## src/rtl/clk_div_gen_pkg.sv

```systemverilog
// Shared types for the runtime-programmable clock/tick generator:
// waveform modes, control FSM states and the divisor/duty/mode configuration record.
package clk_div_gen_pkg;

   // Config fields are carried at this width; instantiations must keep WIDTH <= CFG_MAX_W.
   localparam int unsigned CFG_MAX_W = 32;

   typedef enum logic [1:0] {
      MODE_TOGGLE = 2'b00,
      MODE_PULSE  = 2'b01,
      MODE_PWM    = 2'b10,
      MODE_RSVD   = 2'b11
   } mode_e;

   typedef enum logic [1:0] {
      IDLE = 2'b00,
      RUN  = 2'b01,
      PEND = 2'b10
   } state_e;

   typedef struct packed {
      logic [CFG_MAX_W-1:0] div;
      logic [CFG_MAX_W-1:0] duty;
      mode_e                mode;
   } cfg_t;

   function automatic logic [CFG_MAX_W-1:0] fix_div(input logic [CFG_MAX_W-1:0] d);
      return (d == '0) ? CFG_MAX_W'(1) : d;
   endfunction

endpackage

```

## src/rtl/clk_div_gen_cfg.sv

```systemverilog
// Shadow configuration register with valid/ready handshake; copies the shadow
// into the active configuration when the counter logic requests an apply.
module clk_div_gen_cfg
   import clk_div_gen_pkg::*;
#(
   parameter int unsigned WIDTH       = 32,
   parameter int unsigned DEFAULT_DIV = 250_000
) (
   input  logic             clk_i,
   input  logic             rst_i,
   input  logic             load_valid_i,
   input  logic [WIDTH-1:0] div_i,
   input  logic [WIDTH-1:0] duty_i,
   input  logic [1:0]       mode_i,
   input  logic             apply_i,
   output logic             load_ready_o,
   output logic             accept_o,
   output logic             pending_o,
   output cfg_t             act_o
);

   cfg_t act_q, act_d;
   cfg_t sh_q, sh_d;
   logic pend_q, pend_d;

   assign load_ready_o = ~pend_q;
   assign accept_o     = load_valid_i & ~pend_q;
   assign pending_o    = pend_q;
   assign act_o        = act_q;

   always_comb begin
      act_d  = act_q;
      sh_d   = sh_q;
      pend_d = pend_q;
      if (accept_o) begin
         sh_d.div  = fix_div(CFG_MAX_W'(div_i));
         sh_d.duty = CFG_MAX_W'(duty_i);
         sh_d.mode = mode_e'(mode_i);
         pend_d    = 1'b1;
      end else if (apply_i && pend_q) begin
         act_d  = sh_q;
         pend_d = 1'b0;
      end
   end

   always_ff @(posedge clk_i) begin
      if (rst_i) begin
         act_q.div  <= fix_div(CFG_MAX_W'(DEFAULT_DIV));
         act_q.duty <= CFG_MAX_W'(DEFAULT_DIV / 2);
         act_q.mode <= MODE_TOGGLE;
         sh_q       <= '0;
         pend_q     <= 1'b0;
      end else begin
         act_q  <= act_d;
         sh_q   <= sh_d;
         pend_q <= pend_d;
      end
   end

endmodule

```

## src/rtl/clk_div_gen.sv

```systemverilog
// Programmable divided-clock / tick / PWM generator with glitch-free config apply.
// Optional period counter output enabled by defining CLK_DIV_GEN_TICK_CNT_EN.
module clk_div_gen
   import clk_div_gen_pkg::*;
#(
   parameter int unsigned WIDTH       = 32,
   parameter int unsigned DEFAULT_DIV = 250_000,
   parameter int unsigned TICK_CNT_W  = 16
) (
   input  logic                  clk,
   input  logic                  rst,
   input  logic                  en,
   input  logic                  load_valid,
   output logic                  load_ready,
   input  logic [WIDTH-1:0]      div_in,
   input  logic [WIDTH-1:0]      duty_in,
   input  logic [1:0]            mode_in,
   output logic                  clk_out,
   output logic                  tick,
   output logic                  busy,
   output logic [WIDTH-1:0]      cnt
`ifdef CLK_DIV_GEN_TICK_CNT_EN
   ,
   output logic [TICK_CNT_W-1:0] tick_cnt
`endif
);

   state_e           state_q, state_d;
   logic [WIDTH-1:0] cnt_q, cnt_d;
   logic             clk_out_q, clk_out_d;
   logic             tick_q, tick_d;

   cfg_t             act;
   logic             accept, pending, apply, apply_idle, wrap;
   logic [WIDTH-1:0] act_div, act_duty, cnt_nxt;

   clk_div_gen_cfg #(
      .WIDTH       (WIDTH),
      .DEFAULT_DIV (DEFAULT_DIV)
   ) u_cfg (
      .clk_i        (clk),
      .rst_i        (rst),
      .load_valid_i (load_valid),
      .div_i        (div_in),
      .duty_i       (duty_in),
      .mode_i       (mode_in),
      .apply_i      (apply),
      .load_ready_o (load_ready),
      .accept_o     (accept),
      .pending_o    (pending),
      .act_o        (act)
   );

   assign act_div  = act.div[WIDTH-1:0];
   assign act_duty = act.duty[WIDTH-1:0];
   assign wrap     = (cnt_q == act_div - WIDTH'(1));
   assign cnt_nxt  = wrap ? '0 : cnt_q + WIDTH'(1);

   // A pending shadow is applied immediately when stopped (or stopping), else only at a wrap.
   assign apply_idle = pending & ((state_q == IDLE) | ((state_q == PEND) & ~en));
   assign apply      = apply_idle | ((state_q == PEND) & en & wrap);

   always_comb begin
      state_d   = state_q;
      cnt_d     = cnt_q;
      clk_out_d = clk_out_q;
      tick_d    = 1'b0;
      if (apply_idle) begin
         state_d   = IDLE;
         cnt_d     = '0;
         clk_out_d = 1'b0;
      end else if ((state_q == IDLE) && accept) begin
         state_d = IDLE;
      end else if (!en) begin
         state_d = IDLE;
      end else begin
         cnt_d  = cnt_nxt;
         tick_d = wrap;
         case (act.mode)
            MODE_PULSE: clk_out_d = wrap;
            MODE_PWM:   clk_out_d = (cnt_nxt < act_duty);
            default:    clk_out_d = wrap ? ~clk_out_q : clk_out_q;
         endcase
         if (state_q == PEND) begin
            if (wrap) state_d = RUN;
         end else if (accept) begin
            state_d = PEND;
         end else begin
            state_d = RUN;
         end
      end
   end

   always_ff @(posedge clk) begin
      if (rst) begin
         state_q   <= IDLE;
         cnt_q     <= '0;
         clk_out_q <= 1'b0;
         tick_q    <= 1'b0;
      end else begin
         state_q   <= state_d;
         cnt_q     <= cnt_d;
         clk_out_q <= clk_out_d;
         tick_q    <= tick_d;
      end
   end

   assign cnt     = cnt_q;
   assign clk_out = clk_out_q;
   assign tick    = tick_q;
   assign busy    = (state_q != IDLE);

`ifdef CLK_DIV_GEN_TICK_CNT_EN
   logic [TICK_CNT_W-1:0] tick_cnt_q;

   // Counts alongside the tick register so tick_cnt already includes the tick now visible.
   always_ff @(posedge clk) begin
      if (rst)         tick_cnt_q <= '0;
      else if (tick_d) tick_cnt_q <= tick_cnt_q + TICK_CNT_W'(1);
   end

   assign tick_cnt = tick_cnt_q;
`else
   if (TICK_CNT_W == 0) begin : g_no_tick_cnt
   end
`endif

endmodule
```

## config.mk

```make
export PLATFORM = sky130hd
export DESIGN_NAME = clk_div_gen
export DESIGN_NICKNAME = d
export VERILOG_FILES = /design/src/rtl/clk_div_gen_pkg.sv /design/src/rtl/clk_div_gen_cfg.sv /design/src/rtl/clk_div_gen.sv
export SDC_FILE = /design/constraint.sdc
export NUM_CORES = 1
export LEC_CHECK = 0
export CORE_MARGIN = 2
export CORE_UTILIZATION = 50
export CTS_CLUSTER_DIAMETER = 100
export CTS_CLUSTER_SIZE = 40
export DETAILED_ROUTE_END_ITERATION = 12
export PLACE_DENSITY = 0.73
export REMOVE_ABC_BUFFERS = 1
export SLEW_MARGIN = 20
export SYNTH_ARGS = -nofsm -noshare
export SYNTH_HDL_FRONTEND = slang
export SYNTH_SLANG_ARGS = --single-unit
```

## constraint.sdc

```tcl
create_clock -name clk -period 8.25 [get_ports clk]
set_input_delay 2.0625 -clock clk [delete_from_list [all_inputs] [get_ports clk]]
set_output_delay 2.0625 -clock clk [all_outputs]
set_load 0.02 [all_outputs]
```

# Yosys cells after proc, flatten, opt, wreduce, memory -nomap -nowiden
# Cells that the tools add are included.
[totals]
register_bits = 169
latch_bits = 0
mem_bits_rw = 0
mem_bits_ro = 0
out_inout_bits = 36
n_memories = 0
[op_classes]
addsub = 2
mul = 0
div_mod_pow = 0
magnitude_cmp = 1
eq_ne = 5
shifts = 0
n_mux = 9
n_bitwise = 12
n_reduce_logical = 12
[op_table]
columns = ["cell", "count"]
rows = [
  ["$mux W32", 2],
  ["$add A32 B1 Y32 const B", 1],
  ["$eq A32 B32 Y1", 1],
  ["$logic_not A32 Y1", 1],
  ["$lt A32 B32 Y1", 1],
  ["$sub A32 B1 Y32 const B", 1],
  ["$mux W2", 3],
  ["$and A1 B1 Y1", 5],
  ["$not A1 Y1", 5],
  ["$eq A2 B2 Y1 const B", 2],
  ["$reduce_and A2 Y1", 2],
  ["$reduce_bool A2 Y1", 2],
  ["$reduce_or A4 Y1", 1],
  ["$mux W1", 3],
  ["$reduce_and A3 Y1", 1],
  ["$reduce_bool A3 Y1", 1],
  ["$eq A2 B1 Y1 const B", 1],
  ["$logic_and A1 B1 Y1", 2],
  ["$logic_not A2 Y1", 1],
  ["$ne A2 B2 Y1 const B", 1],
  ["$or A1 B1 Y1", 2],
  ["$pmux W1 S2", 1],
  ["$reduce_or A2 Y1", 1],
]

# Depth between registers and ports, before layout
[logic_depth]
word_depth = 8
depth_mapped = 22
ltp_nobuf = 20

# Hierarchy
# From an unflattened synthesis, not the netlist that was laid out.
[hier_totals]
cells_unflattened = 1218
hier_area_um2 = 9151.3
[by_module_without_submodules]
columns = ["mod", "instances", "cells_per_inst", "area_per_inst_um2", "seq_area_each_um2"]
rows = [
  ["clk_div_gen_cfg", 1, 591, 4723.3, 2662.6],
  ["clk_div_gen", 1, 627, 4428.0, 720.7],
]

# Worst setup path before layout
# No wires, ideal clock.
[synth_path]
path_kind = "register to register"
from = "register u_cfg.act_q (netlist bit u_cfg.act_o[34])"
to = "register clk_out_q, in the netlist clk_out"
setup_time_ns = 0.106
t_arrival_ns = 4.829
required_time_ns = 8.144
setup_slack_ns = 3.315
path_stages_with_launch = 21
path_buffers = 1
synth_period_minus_slack_ns = 4.935
path_cell_list = "dfxtp_1 inv_1 ha_1 nor3b_2 a21oi_1 or4_1 a2111oi_0 nand3_1 a2111o_1 nor2_1 buf_2 nor2_1 ha_1 a2111oi_0 o21ai_0 o2111ai_1 a211oi_1 or4_1 nor4_1 nor2_1 o311ai_0"
[synth_between]
elab_chain_cells = 5
[synth_rtl]
columns = ["element", "line_no", "text"]
rows = [
  ["start: declaration", "clk_div_gen_cfg.sv:22", "cfg_t act_q, act_d;"],
  ["start signal: assignment", "clk_div_gen_cfg.sv:54", "act_q <= act_d;"],
  ["$sub A32 B1 Y32", "clk_div_gen.sv:56", "assign wrap = (cnt_q == act_div - WIDTH'(1));"],
  ["$eq A32 B32 Y1", "clk_div_gen.sv:56", ""],
  ["$mux W32", "clk_div_gen.sv:57", "assign cnt_nxt = wrap ? '0 : cnt_q + WIDTH'(1);"],
  ["via cnt_nxt[19]", "clk_div_gen.sv:35", "logic [WIDTH-1:0] act_div, act_duty, cnt_nxt;"],
  ["$lt A32 B32 Y1", "clk_div_gen.sv:81", "MODE_PWM: clk_out_d = (cnt_nxt < act_duty);"],
  ["$pmux W1 S2", "clk_div_gen.sv:79", "case (act.mode)"],
  ["end signal: assignment", "clk_div_gen.sv:103", "clk_out_q <= clk_out_d;"],
  ["end: declaration", "clk_div_gen.sv:30", "logic clk_out_q, clk_out_d;"],
]
# The timed path passes the listed nets, and every way through them passes these cells.
# A chain may end at the register's enable or synchronous reset.

# Worst setup path after layout
# Ends and elaborated chain as after synthesis.

==> impl_metrics.csv <==
group,metric,value,unit
grt,gr-total-overflow,0,
detailed_routing,drc_errors,0,
clock_tree,htree_levels,4,
status,outcome,"finished clean",
clock_tree,cts_made_buffers,17,
worst_setup_path,cp_max_fo,21,
detailed_routing,wl,22.0,mm
placement,gp_congestion,0.900,
worst_setup_path,start_kind,"register",
power,peakVddDrop,152,uV
clock_tree,clk_pin_slew,0.06,ns
detailed_routing,vias,7867,
layout,diodes,0,
grt,first_global_vias,7197,
logic_synthesis,synth_area_leaders,"dfxtp_1, nand2_1, mux2i_1",
logic_synthesis,yosysTopAreaCell,"dfxtp_1",
floorplan,die-area,18900,um^2
clock_tree,cts-root-buf,"clkbuf_16",
timing,worst_clock_skew,0.00804,ns
floorplan,die_h,137,um
timing,fin_crit_sh,0.764,
placement,post-place-ws,2.03,ns
clock_tree,tritoncts,"built",
timing,rsz0062_at_grt,"false",
logic_synthesis,synth_edf_count,0,
clock_tree,ctsResizeCount,0,
worst_hold_path,hp-class,"register to register",
placement,portBuffers,105,
power,powerDensity,178,nW/um^2
logic_synthesis,yosysMostFrequentCell,"dfxtp_1",
layout,final_util,0.608,
placement,place_hpwl,15.5,mm
worst_setup_path,worstPathArrival,6.63,ns
grt,antenna_found_initial,0,
logic_synthesis,ys_ff_latch,169,
clock_tree,cts.path.max_buffers,2,
timing,setup_viol,0,
timing,whs,0.456,ns
floorplan,std_cell_rows,48,
grt,gr-usage-all-layers,0.238,
grt,grt_max_degree,88,
timing,fin_setup_tns,0,ns
clock_tree,insertion_delay,0.44,ns
floorplan,start_util,0.512,
logic_synthesis,yosysWarnings,0,
floorplan,io_pins,106,
detailed_routing,wire_per_inst,15.6,um
timing,period_minus_slack,6.30,ns
layout,fillers,1569,
clock_tree,cts_hold_buf,0,
layout,areaGrowthSynthToFinish,18.7,%
logic_synthesis,post-synth-top-area-fraction,0.380,
worst_setup_path,cp-end-kind,"register",
worst_setup_path,crit_type,"register to register",
clock_tree,postCtsSetupBuffers,0,
detailed_routing,first_iter_violations,595,
timing,slew_viol_final,0,
logic_synthesis,synthCells,1106,
timing,hold_violations,0,
floorplan,die_w,137,um
run,max_cap_violations,0,
logic_synthesis,ys_types,61,
logic_synthesis,async_flop_share,0,
clock_tree,cts_sinks,169,
detailed_routing,routed_via_density,5.60,
worst_hold_path,min_path_cells,2,
timing,slew_headroom,0.249,
floorplan,fp.coreArea,17400,um^2
power,finalPower,1880,uW
layout,drive_gt1_frac,0.0500,
worst_setup_path,crit_required,8.58,ns
detailed_routing,drtAntennaViolNets,0,
timing,worst_pin_slew,1.13,ns
logic_synthesis,ys.flop_type,"dfxtp_1",
timing,layout_setup_ws,1.95,ns
logic_synthesis,netlist_area,8890,um^2
grt,grt_pass1_wl,35.4,mm
timing,max_freq,159,MHz
logic_synthesis,ys_seq_area_frac,0.380,
logic_synthesis,synth.avg_cell_area,8.04,um^2
power,power.leakage,0.00394,uW
layout,nets,1272,
worst_setup_path,worst-r2r-cell-count,21,
detailed_routing,dr.pass1.iters,6,
logic_synthesis,synthTopCellsByCount,"dfxtp_1, nand2_1, nor2_1",
==> layer usage <==
layer  global-route usage  vias up  routed length, um
li1                     -     3982                  -
met1                0.316     3681              10400
met2                0.393      177              10200
met3               0.0364       27                985
met4               0.0813        0                393
met5                    0        -                  0
==> layout make-up <==
cell class	count	area (um^2)	area share
multi-input cells	817	5030	0.477
flip-flops and latches	169	3380	0.321
repair buffers	113	1110	0.105
clock buffers	23	478	0.0453
well taps	225	282	0.0267
inverters	49	184	0.0174
clock inverters	9	87.6	0.00830
==> where the power goes <==
group	internal (uW)	switching (uW)	leakage, uW
combinational	101	125	0.00230
clock	440	331	0.000266
sequential	852	28.8	0.00138
total	1390	484	0.00394
==> path summary, 6_finish.rpt <==
path                        start        endpoint  slack (ns)
setup / recovery  u_cfg.act_o[34]         clk_out        1.95
hold / removal     u_cfg.sh_q[32]  u_cfg.sh_q[32]        0.46
setup reg to reg  u_cfg.act_o[34]         clk_out        1.95
hold reg to reg    u_cfg.sh_q[32]  u_cfg.sh_q[32]        0.46
==> logic make-up after synthesis <==
group | Yosys count | share of synthesized area
fa+ha+maj | 35 | 0.0492
simple gates | 466 | 0.246
buf+inv | 120 | 0.0575
compound gates | 199 | 0.143
flops | 169 | 0.380
xor+xnor | 59 | 0.0581
mux | 58 | 0.0654
==> cells in the final DEF, fill, tap and decap left out, types with 7 or more instances in the layout <==
cell,count
a21oi_1,91
xor2_1,25
nand4_1,25
o21ai_0,21
inv_1,49
a22o_1,27
clkdlybuf4s50_1,104
nor2b_1,8
a211o_1,7
mux2i_1,57
nand2_1,163
xnor2_1,34
clkbuf_16,17
a31oi_1,8
nor4_1,23
or3_1,8
dfxtp_1,169
or4_1,7
nand3_1,28
nor2_1,130
ha_1,35
buf_4,9
nor3_1,27
==> through the flow <==
| step | cell area [um^2] | cells |
|---|---|---|
| 5_1_grt | 10600 | 1405 |
| 3_5_place_dp | 9990 | 1373 |
| 3_3_place_gp | 9990 | 1373 |
| 6_report | 10600 | 1405 |
| 2_1_floorplan | 8570 | 1035 |
| 4_1_cts | 10600 | 1405 |
==> worst max-delay path, stage by stage, from the launching register on <==
cell,delay [ns]
dfxtp_1,0.38
inv_1,0.08
ha_1,0.22
nor3b_2,0.40
nand4_1,0.50
or4_1,0.66
a211oi_1,0.24
nand3_1,0.11
a2111o_1,0.53
nor2_2,0.66
buf_4,0.33
nor2_1,0.09
ha_1,0.30
a21oi_1,0.18
o21ai_0,0.11
o21a_1,0.17
o21ai_0,0.13
a31oi_1,0.11
or4_1,0.54
nor4_1,0.29
nor2_1,0.06
o311ai_0,0.08
==> flip-flops by register name (all words and copies together) (netlist names) <==
name             cells
u_cfg.act_o         66
u_cfg.sh_q          66
cnt                 32
state_q              2
clk_out              1
tick                 1
u_cfg.pending_o      1
No activity file was read; power rests on OpenSTA's default activity.
